==> config.mk <==
export PLATFORM = sky130hd
export DESIGN_NAME = ifu_prefetch
export DESIGN_NICKNAME = d
export VERILOG_FILES = /design/src/rtl/ifu_pkg.sv /design/src/rtl/ifu_fetch_queue.sv /design/src/rtl/ifu_prefetch.sv
export SDC_FILE = /design/constraint.sdc
export NUM_CORES = 1
export LEC_CHECK = 0
export BUFFER_PORTS_ARGS = -buffer_cell sky130_fd_sc_hd__buf_2
export CORE_MARGIN = 2
export CORE_UTILIZATION = 53
export CTS_CLUSTER_DIAMETER = 100
export DETAILED_ROUTE_END_ITERATION = 10
export PLACE_DENSITY_LB_ADDON = 0.2
export SLEW_MARGIN = 20
export SYNTH_ARGS = -nofsm -noshare
export SYNTH_HDL_FRONTEND = slang
export SYNTH_HIERARCHICAL = 1
export SYNTH_SLANG_ARGS = --single-unit
==> constraint.sdc <==
create_clock -name i_clk -period 2.4 [get_ports i_clk]
set_input_delay 0.48 -clock i_clk [delete_from_list [all_inputs] [get_ports i_clk]]
set_output_delay 0.48 -clock i_clk [all_outputs]
set_load 0.01 [all_outputs]
==> src/rtl/ifu_pkg.sv <==
// Shared types and constants for the instruction fetch unit.
package ifu_pkg;

  localparam int unsigned INST_BYTES = 4;
  localparam int unsigned PKG_WIDTH  = 32;
  localparam int unsigned PKG_INST_W = INST_BYTES * 8;

  typedef logic [2:0] ifu_state_t;

  localparam ifu_state_t S_IDLE = 3'd0;
  localparam ifu_state_t S_REQ  = 3'd1;
  localparam ifu_state_t S_WAIT = 3'd2;
  localparam ifu_state_t S_DROP = 3'd3;
  localparam ifu_state_t S_HALT = 3'd4;

  typedef struct packed {
    logic [PKG_INST_W-1:0] inst;
    logic [PKG_WIDTH-1:0]  pc;
    logic                  err;
  } fetch_entry_t;

endpackage

==> src/rtl/ifu_fetch_queue.sv <==
// Circular FIFO of fetch entries with synchronous flush; the head is read combinationally.
module ifu_fetch_queue
  import ifu_pkg::*;
#(
  parameter int unsigned DEPTH   = 4,
  parameter type         entry_t = fetch_entry_t
) (
  input  logic                   i_clk,
  input  logic                   i_rst_n,
  input  logic                   i_flush,
  input  logic                   i_push,
  input  entry_t                 i_push_data,
  input  logic                   i_pop,
  output entry_t                 o_head,
  output logic                   o_valid,
  output logic [$clog2(DEPTH):0] o_count
);

  localparam int unsigned PTR_W = $clog2(DEPTH);
  localparam logic [PTR_W:0] FULL = (PTR_W + 1)'(DEPTH);

  entry_t           r_mem [DEPTH];
  logic [PTR_W-1:0] r_rd_ptr;
  logic [PTR_W-1:0] r_wr_ptr;
  logic [PTR_W:0]   r_count;
  logic             w_do_push;
  logic             w_do_pop;

  assign w_do_pop  = i_pop && (r_count != '0) && !i_flush;
  assign w_do_push = i_push && !i_flush && ((r_count != FULL) || w_do_pop);

  // Array is reset so an empty queue never presents X on the head fields.
  always_ff @(posedge i_clk or negedge i_rst_n) begin
    if (!i_rst_n) begin
      for (int unsigned i = 0; i < DEPTH; i++) r_mem[i] <= '0;
      r_rd_ptr <= '0;
      r_wr_ptr <= '0;
      r_count  <= '0;
    end else if (i_flush) begin
      r_rd_ptr <= '0;
      r_wr_ptr <= '0;
      r_count  <= '0;
    end else begin
      if (w_do_push) begin
        r_mem[r_wr_ptr] <= i_push_data;
        r_wr_ptr        <= r_wr_ptr + 1'b1;
      end
      if (w_do_pop) r_rd_ptr <= r_rd_ptr + 1'b1;
      if (w_do_push && !w_do_pop) begin
        r_count <= r_count + 1'b1;
      end else if (!w_do_push && w_do_pop) begin
        r_count <= r_count - 1'b1;
      end
    end
  end

  assign o_head  = r_mem[r_rd_ptr];
  assign o_valid = (r_count != '0);
  assign o_count = r_count;

endmodule

==> src/rtl/ifu_prefetch.sv <==
// Sequential instruction prefetcher: single-outstanding fetch FSM feeding a small queue,
// with redirect flushing queued and in-flight instructions.
module ifu_prefetch
  import ifu_pkg::*;
#(
  parameter int unsigned       WIDTH    = PKG_WIDTH,
  parameter int unsigned       INST_W   = PKG_INST_W,
  parameter int unsigned       DEPTH    = 4,
  parameter logic [WIDTH-1:0]  RESET_PC = 32'h8000_0000
) (
  input  logic                   i_clk,
  input  logic                   i_rst_n,
  input  logic                   i_redirect_valid,
  input  logic [WIDTH-1:0]       i_redirect_pc,
  output logic                   o_mem_req_valid,
  output logic [WIDTH-1:0]       o_mem_req_addr,
  input  logic                   i_mem_req_ready,
  input  logic                   i_mem_resp_valid,
  input  logic [INST_W-1:0]      i_mem_resp_data,
  input  logic                   i_mem_resp_err,
  output logic                   o_ifu_valid,
  output logic [INST_W-1:0]      o_ifu_inst,
  output logic [WIDTH-1:0]       o_ifu_pc,
  output logic                   o_ifu_err,
  input  logic                   i_idu_ready,
  output logic [$clog2(DEPTH):0] o_ifu_count
);

  localparam int unsigned        CNT_W   = $clog2(DEPTH) + 1;
  localparam logic [CNT_W-1:0]   FULL    = CNT_W'(DEPTH);
  localparam logic [WIDTH-1:0]   PC_STEP = WIDTH'(INST_W / 8);

  typedef struct packed {
    logic [INST_W-1:0] inst;
    logic [WIDTH-1:0]  pc;
    logic              err;
  } entry_t;

  ifu_state_t       r_state, w_state_d;
  logic [WIDTH-1:0] r_fetch_pc, w_fetch_pc_d;
  logic [WIDTH-1:0] r_req_addr, w_req_addr_d;
  logic             r_stale, w_stale_d;
  logic             w_push;
  logic [CNT_W-1:0] w_count;
  entry_t           w_push_data;
  entry_t           w_head;

  always_comb begin
    w_state_d    = r_state;
    w_fetch_pc_d = r_fetch_pc;
    w_req_addr_d = r_req_addr;
    w_stale_d    = r_stale;
    w_push       = 1'b0;
    if (i_redirect_valid) w_fetch_pc_d = i_redirect_pc;
    unique case (r_state)
      S_IDLE: begin
        // The single outstanding fetch reserves its slot here, so a push never overflows.
        if (!i_redirect_valid && (w_count < FULL)) begin
          w_state_d    = S_REQ;
          w_req_addr_d = r_fetch_pc;
        end
      end
      S_REQ: begin
        // The address stays on the old PC until accepted; a redirect just dooms the fetch.
        if (i_mem_req_ready) begin
          w_state_d = (r_stale || i_redirect_valid) ? S_DROP : S_WAIT;
          w_stale_d = 1'b0;
        end else if (i_redirect_valid) begin
          w_stale_d = 1'b1;
        end
      end
      S_WAIT: begin
        if (i_redirect_valid) begin
          w_state_d = i_mem_resp_valid ? S_IDLE : S_DROP;
        end else if (i_mem_resp_valid) begin
          w_push       = 1'b1;
          w_fetch_pc_d = r_fetch_pc + PC_STEP;
          w_state_d    = i_mem_resp_err ? S_HALT : S_IDLE;
        end
      end
      S_DROP: begin
        if (i_mem_resp_valid) w_state_d = S_IDLE;
      end
      S_HALT: begin
        if (i_redirect_valid) w_state_d = S_IDLE;
      end
      default: w_state_d = S_IDLE;
    endcase
  end

  always_ff @(posedge i_clk or negedge i_rst_n) begin
    if (!i_rst_n) begin
      r_state    <= S_IDLE;
      r_fetch_pc <= RESET_PC;
      r_req_addr <= RESET_PC;
      r_stale    <= 1'b0;
    end else begin
      r_state    <= w_state_d;
      r_fetch_pc <= w_fetch_pc_d;
      r_req_addr <= w_req_addr_d;
      r_stale    <= w_stale_d;
    end
  end

  assign w_push_data = '{inst: i_mem_resp_data, pc: r_req_addr, err: i_mem_resp_err};

  ifu_fetch_queue #(
    .DEPTH   (DEPTH),
    .entry_t (entry_t)
  ) u_queue (
    .i_clk       (i_clk),
    .i_rst_n     (i_rst_n),
    .i_flush     (i_redirect_valid),
    .i_push      (w_push),
    .i_push_data (w_push_data),
    .i_pop       (i_idu_ready),
    .o_head      (w_head),
    .o_valid     (o_ifu_valid),
    .o_count     (w_count)
  );

  assign o_mem_req_valid = (r_state == S_REQ);
  assign o_mem_req_addr  = r_req_addr;
  assign o_ifu_inst      = w_head.inst;
  assign o_ifu_pc        = w_head.pc;
  assign o_ifu_err       = w_head.err;
  assign o_ifu_count     = w_count;

endmodule

==> flow_summary.yaml, run 1 <==
sta:
  final-setup-viol-count: 18
  final_max_slew_viol_count: 0
  hold_viol_final: 0
  max_freq_ghz: 0.412
  relSlewSlack_pct: 68.9
  tightest_slew_ns: 0.466
  period_share_pct: 101
  fin_skew_ns: 0.0202
  worst_slack_ns: -0.0285
  rsz0062_at_grt: "true"
  fin_crit_ns: 2.43
  setup_tns_ns: -0.221
synthesis:
  synth-edff-count: 0
  yosys.area.top_type_share_pct: 53.3
  synthCells: 991
  ys_warn_count: 6
  synth_seq_cells: 335
  syn_area_um2: 15600
  synth_top_area_cell: "dfrtp_1"
  seq_area_frac_synth_pct: 53.6
  synth-async-reset-ratio_pct: 100
  ys.flop_type: "dfrtp_1"
  yosys.cell_types.count: 64
  syn_nets: 1068
  synth.most_common_cell: "dfrtp_1"
  synth_commonest_cells: "dfrtp_1, mux2_2, mux2_4"
  syn-mean-instance-area_um2: 15.8
  synth_area_leaders: "dfrtp_1, mux2_2, mux4_2, mux2_4, mux2_1"
die:
  die_w_um: 176
  num_rows: 62
  core_area_um2: 28900
  die_h_um: 176
  ios: 173
  start_util_pct: 54.2
  die_area_um2: 30900
pwr:
  p_leak_nw: 9.06
  irDropWorstVdd_uv: 694
  powerDensity_nw_per_um2: 1000
  total_power_mw: 18.6
global_routing:
  grt_use_total_pct: 21.9
  grt_pass1_vias: 9460
  overflow: 0
  grt_max_degree: 77
  grt_pass1_wl_mm: 53.4
  antenna_found_initial: 0
critical_path:
  reg2reg_slack_ns: 0.25
  worstSetupStartpoint: "u_queue/r_rd_ptr[0]$_DFFE_PN0P_"
  critPathRequiredTime_ns: 1.92
  reg2regPathDepth: 6
  crit_type: "reg2out"
  end_kind: "primary output"
  worstPathMaxFanout: 10
  worstSetupEndpoint: "o_ifu_pc[20]"
  start_kind: "register"
  rr_startpoint: "u_queue/o_count[1]$_DFFE_PN0P_"
  crit_arrival_ns: 1.95
  rr_endpoint: "u_queue/o_count[2]$_DFFE_PN0P_"
place:
  place_congestion: 0.893
  dpl.cell_count: 1520
  dp_hpwl_mm: 21.4
  dpl-instance-area_um2: 16900
  port_buffers: 172
  place_ws_ns: 0.0685
cts:
  clk_latency_ns: 0.51
  clockBufferDepth: 3
  clk_pin_slew_worst_paths_ns: 0.06
  cts_max_level: 2
  cts-buffers-inserted: 36
  cts_tree: "done"
  clkSinkCount: 335
  clockRootBuffer: "clkbuf_16"
finish:
  fillers: 2151
  regArea_um2: 8390
  fin_nets: 1263
  drive_above_1_share_pct: 50.9
  multi_input_area_um2: 6590
  stdcell_count: 1595
  area_delta_synth_final_pct: 18.3
  design_area_um2: 18500
flow_run:
  maxCapViolCount: 0
route:
  wl_mm: 34.0
  antenna_left: 0
  viasPerCell: 5.71
  wl_per_cell_um: 21.3
  dr.pass1.iters: 5
  drtIter0Drc: 624
  dr_total_vias: 9114
  drc_errors: 0
outcome:
  status: "finished with violations"
  violations: "setup timing"
hold_path:
  min_path_type: "in2reg"
cells by family after synthesis:
kind of cell    Yosys count  share of synthesized area (%)
mux                     368                           33.3
flops                   335                           53.6
simple gates            133                           5.03
buf+inv                  82                           4.35
compound gates           62                           2.90
fa+ha+maj                 6                          0.528
xor+xnor                  5                          0.280
worst min-delay path by stage:
stage	cells after the start	start	slack, ns	to
3_3_place_gp	1	i_rst_n	0.42	u_queue/r_mem[49]$_DFFE_PN0P_
5_1_grt	2	i_mem_req_ready	0.17	r_stale$_DFFE_PN0P_
6_report	2	i_mem_req_ready	0.16	r_stale$_DFFE_PN0P_
3_5_place_dp	1	i_rst_n	0.42	u_queue/r_mem[242]$_DFFE_PN0P_
4_1_cts	2	i_mem_req_ready	0.14	r_stale$_DFFE_PN0P_
2_1_floorplan	0	i_rst_n	0.18	o_mem_req_addr[0]$_DFFE_PN0P_
registers in the layout, indices dropped and copies added, names as in the netlist:
register	flops
o_mem_req_addr	32
u_queue/o_count	3
u_queue/r_rd_ptr	2
r_fetch_pc	32
r_stale	1
r_state	3
u_queue/r_wr_ptr	2
u_queue/r_mem	260
cells in the final DEF, fill, tap and decap left out, types with 3 or more instances in the layout:
cell | netlist | layout
dfrtp_1 | 333 | 331
mux2_2 | 162 | 162
buf_2 | 18 | 135
mux2_4 | 88 | 88
mux4_2 | 65 | 65
mux2_1 | 50 | 50
clkbuf_16 | 0 | 42
buf_6 | 3 | 38
nor2_1 | 36 | 36
nor3_1 | 21 | 21
nand2_1 | 21 | 21
buf_4 | 7 | 20
inv_1 | 18 | 18
buf_12 | 13 | 18
a21oi_1 | 14 | 14
a311oi_1 | 12 | 12
nand3_1 | 9 | 9
clkbuf_8 | 0 | 8
clkinv_2 | 0 | 8
a221oi_1 | 7 | 7
nand4_1 | 6 | 6
o21ai_0 | 6 | 6
clkbuf_1 | 12 | 6
and2_1 | 5 | 5
nand2_4 | 1 | 5
ha_1 | 5 | 5
and3_1 | 4 | 4
and4_1 | 4 | 4
a211oi_1 | 4 | 4
o22ai_1 | 4 | 4
xnor2_1 | 3 | 3
a31oi_1 | 3 | 3
mux2i_1 | 3 | 3
layer usage:
metal / global-route usage [%] / vias up / wire (µm)
met3: 3.57 / 36 / 1580
li1: - / 4094 / -
met4: 4.61 / 0 / 499
met1: 32.1 / 4760 / 15800
met2: 34.9 / 224 / 16100
met5: 0 / - / 0
metrics by stage:
stage | hold slack, ns | util, %
floorplan | 0.184 | -
global placement | 0.420 | 58.6
detailed placement | 0.418 | 58.6
CTS | 0.136 | 63.1
global route | 0.167 | 64.1
finish | 0.156 | 64.1
worst max-delay path, stage by stage (launching register included):
cell	delay [ns]
dfrtp_4	0.44
buf_12	0.14
buf_12	0.16
mux4_2	0.55
buf_6	0.14
what timing repair did:
item | CTS | global route
setup endpoints to repair | 44 | 65
hold buffers | 1 | 0
hold endpoints to repair | 40 | 0
gates resized for setup | 23 | 22
gates cloned | 0 | 7
setup buffers | 0 | 4
power by group:
| group | internal [mW] | switching (mW) |
|---|---|---|
| registers | 6.59 | 0.927 |
| logic | 3.26 | 2.44 |
| clock network | 3.17 | 2.17 |
area by class of cell:
class	count	area share, %
Clock inverter	11	0.460
Inverter	19	0.413
Sequential cell	335	45.4
Timing Repair Buffer	220	9.77
Tap cell	384	2.60
Multi-Input combinational cell	574	35.6
Antenna cell	1	0.0135
Clock buffer	51	5.72
(Power assumes the default switching activity.)
==> run 2: changes to the inputs <==
- CTS_BUF_LIST: default -> sky130_fd_sc_hd__clkbuf_4 sky130_fd_sc_hd__clkbuf_8 sky130_fd_sc_hd__clkbuf_16
==> flow_summary.yaml, run 2 (synthesis gave the netlist of run 1 again) <==
pwr:
  irDropWorstVdd_uv: 700
  p_leak_nw: 9.08
  powerDensity_nw_per_um2: 1010
critical_path:
  start_kind: "register"
  worstPathMaxFanout: 10
  reg2regPathDepth: 6
  crit_arrival_ns: 1.95
  crit_type: "reg2out"
  end_kind: "primary output"
  reg2reg_slack_ns: 0.26
  critPathRequiredTime_ns: 1.92
finish:
  final_cell_mix: "dfrtp_1, mux2_2, buf_2"
  postLayoutCoreUtil_pct: 64.2
  antenna_cells: 0
  top_register: "u_queue/r_mem"
  design_area_um2: 18500
  fin_nets: 1263
  area_delta_synth_final_pct: 18.4
  stdcell_count: 1594
  drive_above_1_share_pct: 51.4
  final_common_cell: "dfrtp_1"
  fillers: 2152
  largest_reg_flops: 260
sta:
  rsz0062_at_grt: "true"
  final-setup-viol-count: 16
  max_freq_ghz: 0.412
  tightest_slew_ns: 0.461
  hold_viol_final: 0
  final_max_slew_viol_count: 0
  period_share_pct: 101
  fin_skew_ns: 0.0209
  fin_crit_ns: 2.43
  relSlewSlack_pct: 69.3
  setup_tns_ns: -0.176
  worst_slack_ns: -0.0272
route:
  drtIter0Drc: 680
  dr_total_vias: 9179
  antenna_left: 0
  drc_errors: 0
  dr.pass1.iters: 7
  viasPerCell: 5.76
  wl_per_cell_um: 21.3
  wl_mm: 34.0
global_routing:
  gr-usage-met3_pct: 3.57
  use_met1_pct: 32.0
  grt_pass1_vias: 9466
  grt-busiest-layer: "met2"
  overflow: 0
  grt_pass1_wl_mm: 53.5
  gr-usage-met2_pct: 35.1
  grt_use_total_pct: 21.9
  grt_max_degree: 77
  antenna_found_initial: 0
cts:
  clk_latency_ns: 0.51
  clkSinkCount: 335
  cts_max_level: 2
  clockRootBuffer: "clkbuf_16"
  clockBufferDepth: 3
  cts_tree: "done"
  clk_pin_slew_worst_paths_ns: 0.06
  cts-buffers-inserted: 36
die:
  num_rows: 62
  ios: 173
  start_util_pct: 54.2
  die_w_um: 176
  die_area_um2: 30900
  die_h_um: 176
  core_area_um2: 28900
place:
  dpl-instance-area_um2: 16900
  dp_hpwl_mm: 21.4
  dpl.cell_count: 1520
  place_ws_ns: 0.0685
  place_congestion: 0.893
  port_buffers: 172
outcome:
  violations: "setup timing"
  status: "finished with violations"
hold_path:
  hold_path_depth: 2
  min_path_type: "in2reg"
flow_run:
  maxCapViolCount: 0
-- run 2: cell type report --
class | count | area (µm²) | area share [%]
Multi-Input combinational cell | 574 | 6590 | 35.6
Clock buffer | 51 | 1080 | 5.84
Inverter | 19 | 76.3 | 0.412
Sequential cell | 335 | 8390 | 45.3
Tap cell | 384 | 480 | 2.59
Clock inverter | 11 | 85.1 | 0.460
Timing Repair Buffer | 220 | 1810 | 9.76
-- run 2: power breakdown --
part | switching [mW] | total, mW | internal [mW]
sequential | 0.929 | 7.52 | 6.59
clock | 2.17 | 5.41 | 3.24
combinational | 2.44 | 5.70 | 3.26
total | 5.54 | 18.6 | 13.1
-- run 2: stage by stage --
step | hold slack [ns] | total power, mW
4_1_cts | 0.136 | 18.3
5_1_grt | 0.167 | 19.5
3_3_place_gp | 0.420 | 12.5
3_5_place_dp | 0.418 | 12.6
2_1_floorplan | 0.184 | 10.5
6_report | 0.156 | 18.6
-- run 2: path summary, 6_finish.rpt --
kind / startpoint / endpoint
max in group asynchronous: i_rst_n / u_queue/r_mem[232]$_DFFE_PN0P_
max reg2reg: u_queue/o_count[0]$_DFFE_PN0P_ / u_queue/o_count[2]$_DFFE_PN0P_
min reg2reg: u_queue/r_mem[53]$_DFFE_PN0P_ / u_queue/r_mem[53]$_DFFE_PN0P_
min in group asynchronous: i_rst_n / u_queue/r_mem[242]$_DFFE_PN0P_
min: i_mem_req_ready / r_stale$_DFFE_PN0P_
max: u_queue/r_rd_ptr[0]$_DFFE_PN0P_ / o_ifu_pc[20]
-- run 2: per-layer routing --
layer,part of all wire (%),wire (µm),vias up
met3,4.7,1600,36
met2,47,16100,234
li1,-,-,4093
met4,1.5,507,0
met5,0,0,-
met1,46,15800,4816
-- run 2: worst max-delay path: stages (launching register included) --
cell,delay [ns]
dfrtp_4,0.44
buf_12,0.14
buf_12,0.16
mux4_2,0.55
buf_6,0.14
-- run 2: what timing repair did --
action                                  in CTS  in global routing
cloned                                       0                  7
setup buffers                                0                  4
endpoints found under the setup margin      44                 65
resized for setup                           23                 22
hold buffers                                 1                  0
hold endpoints to repair                    40                  0
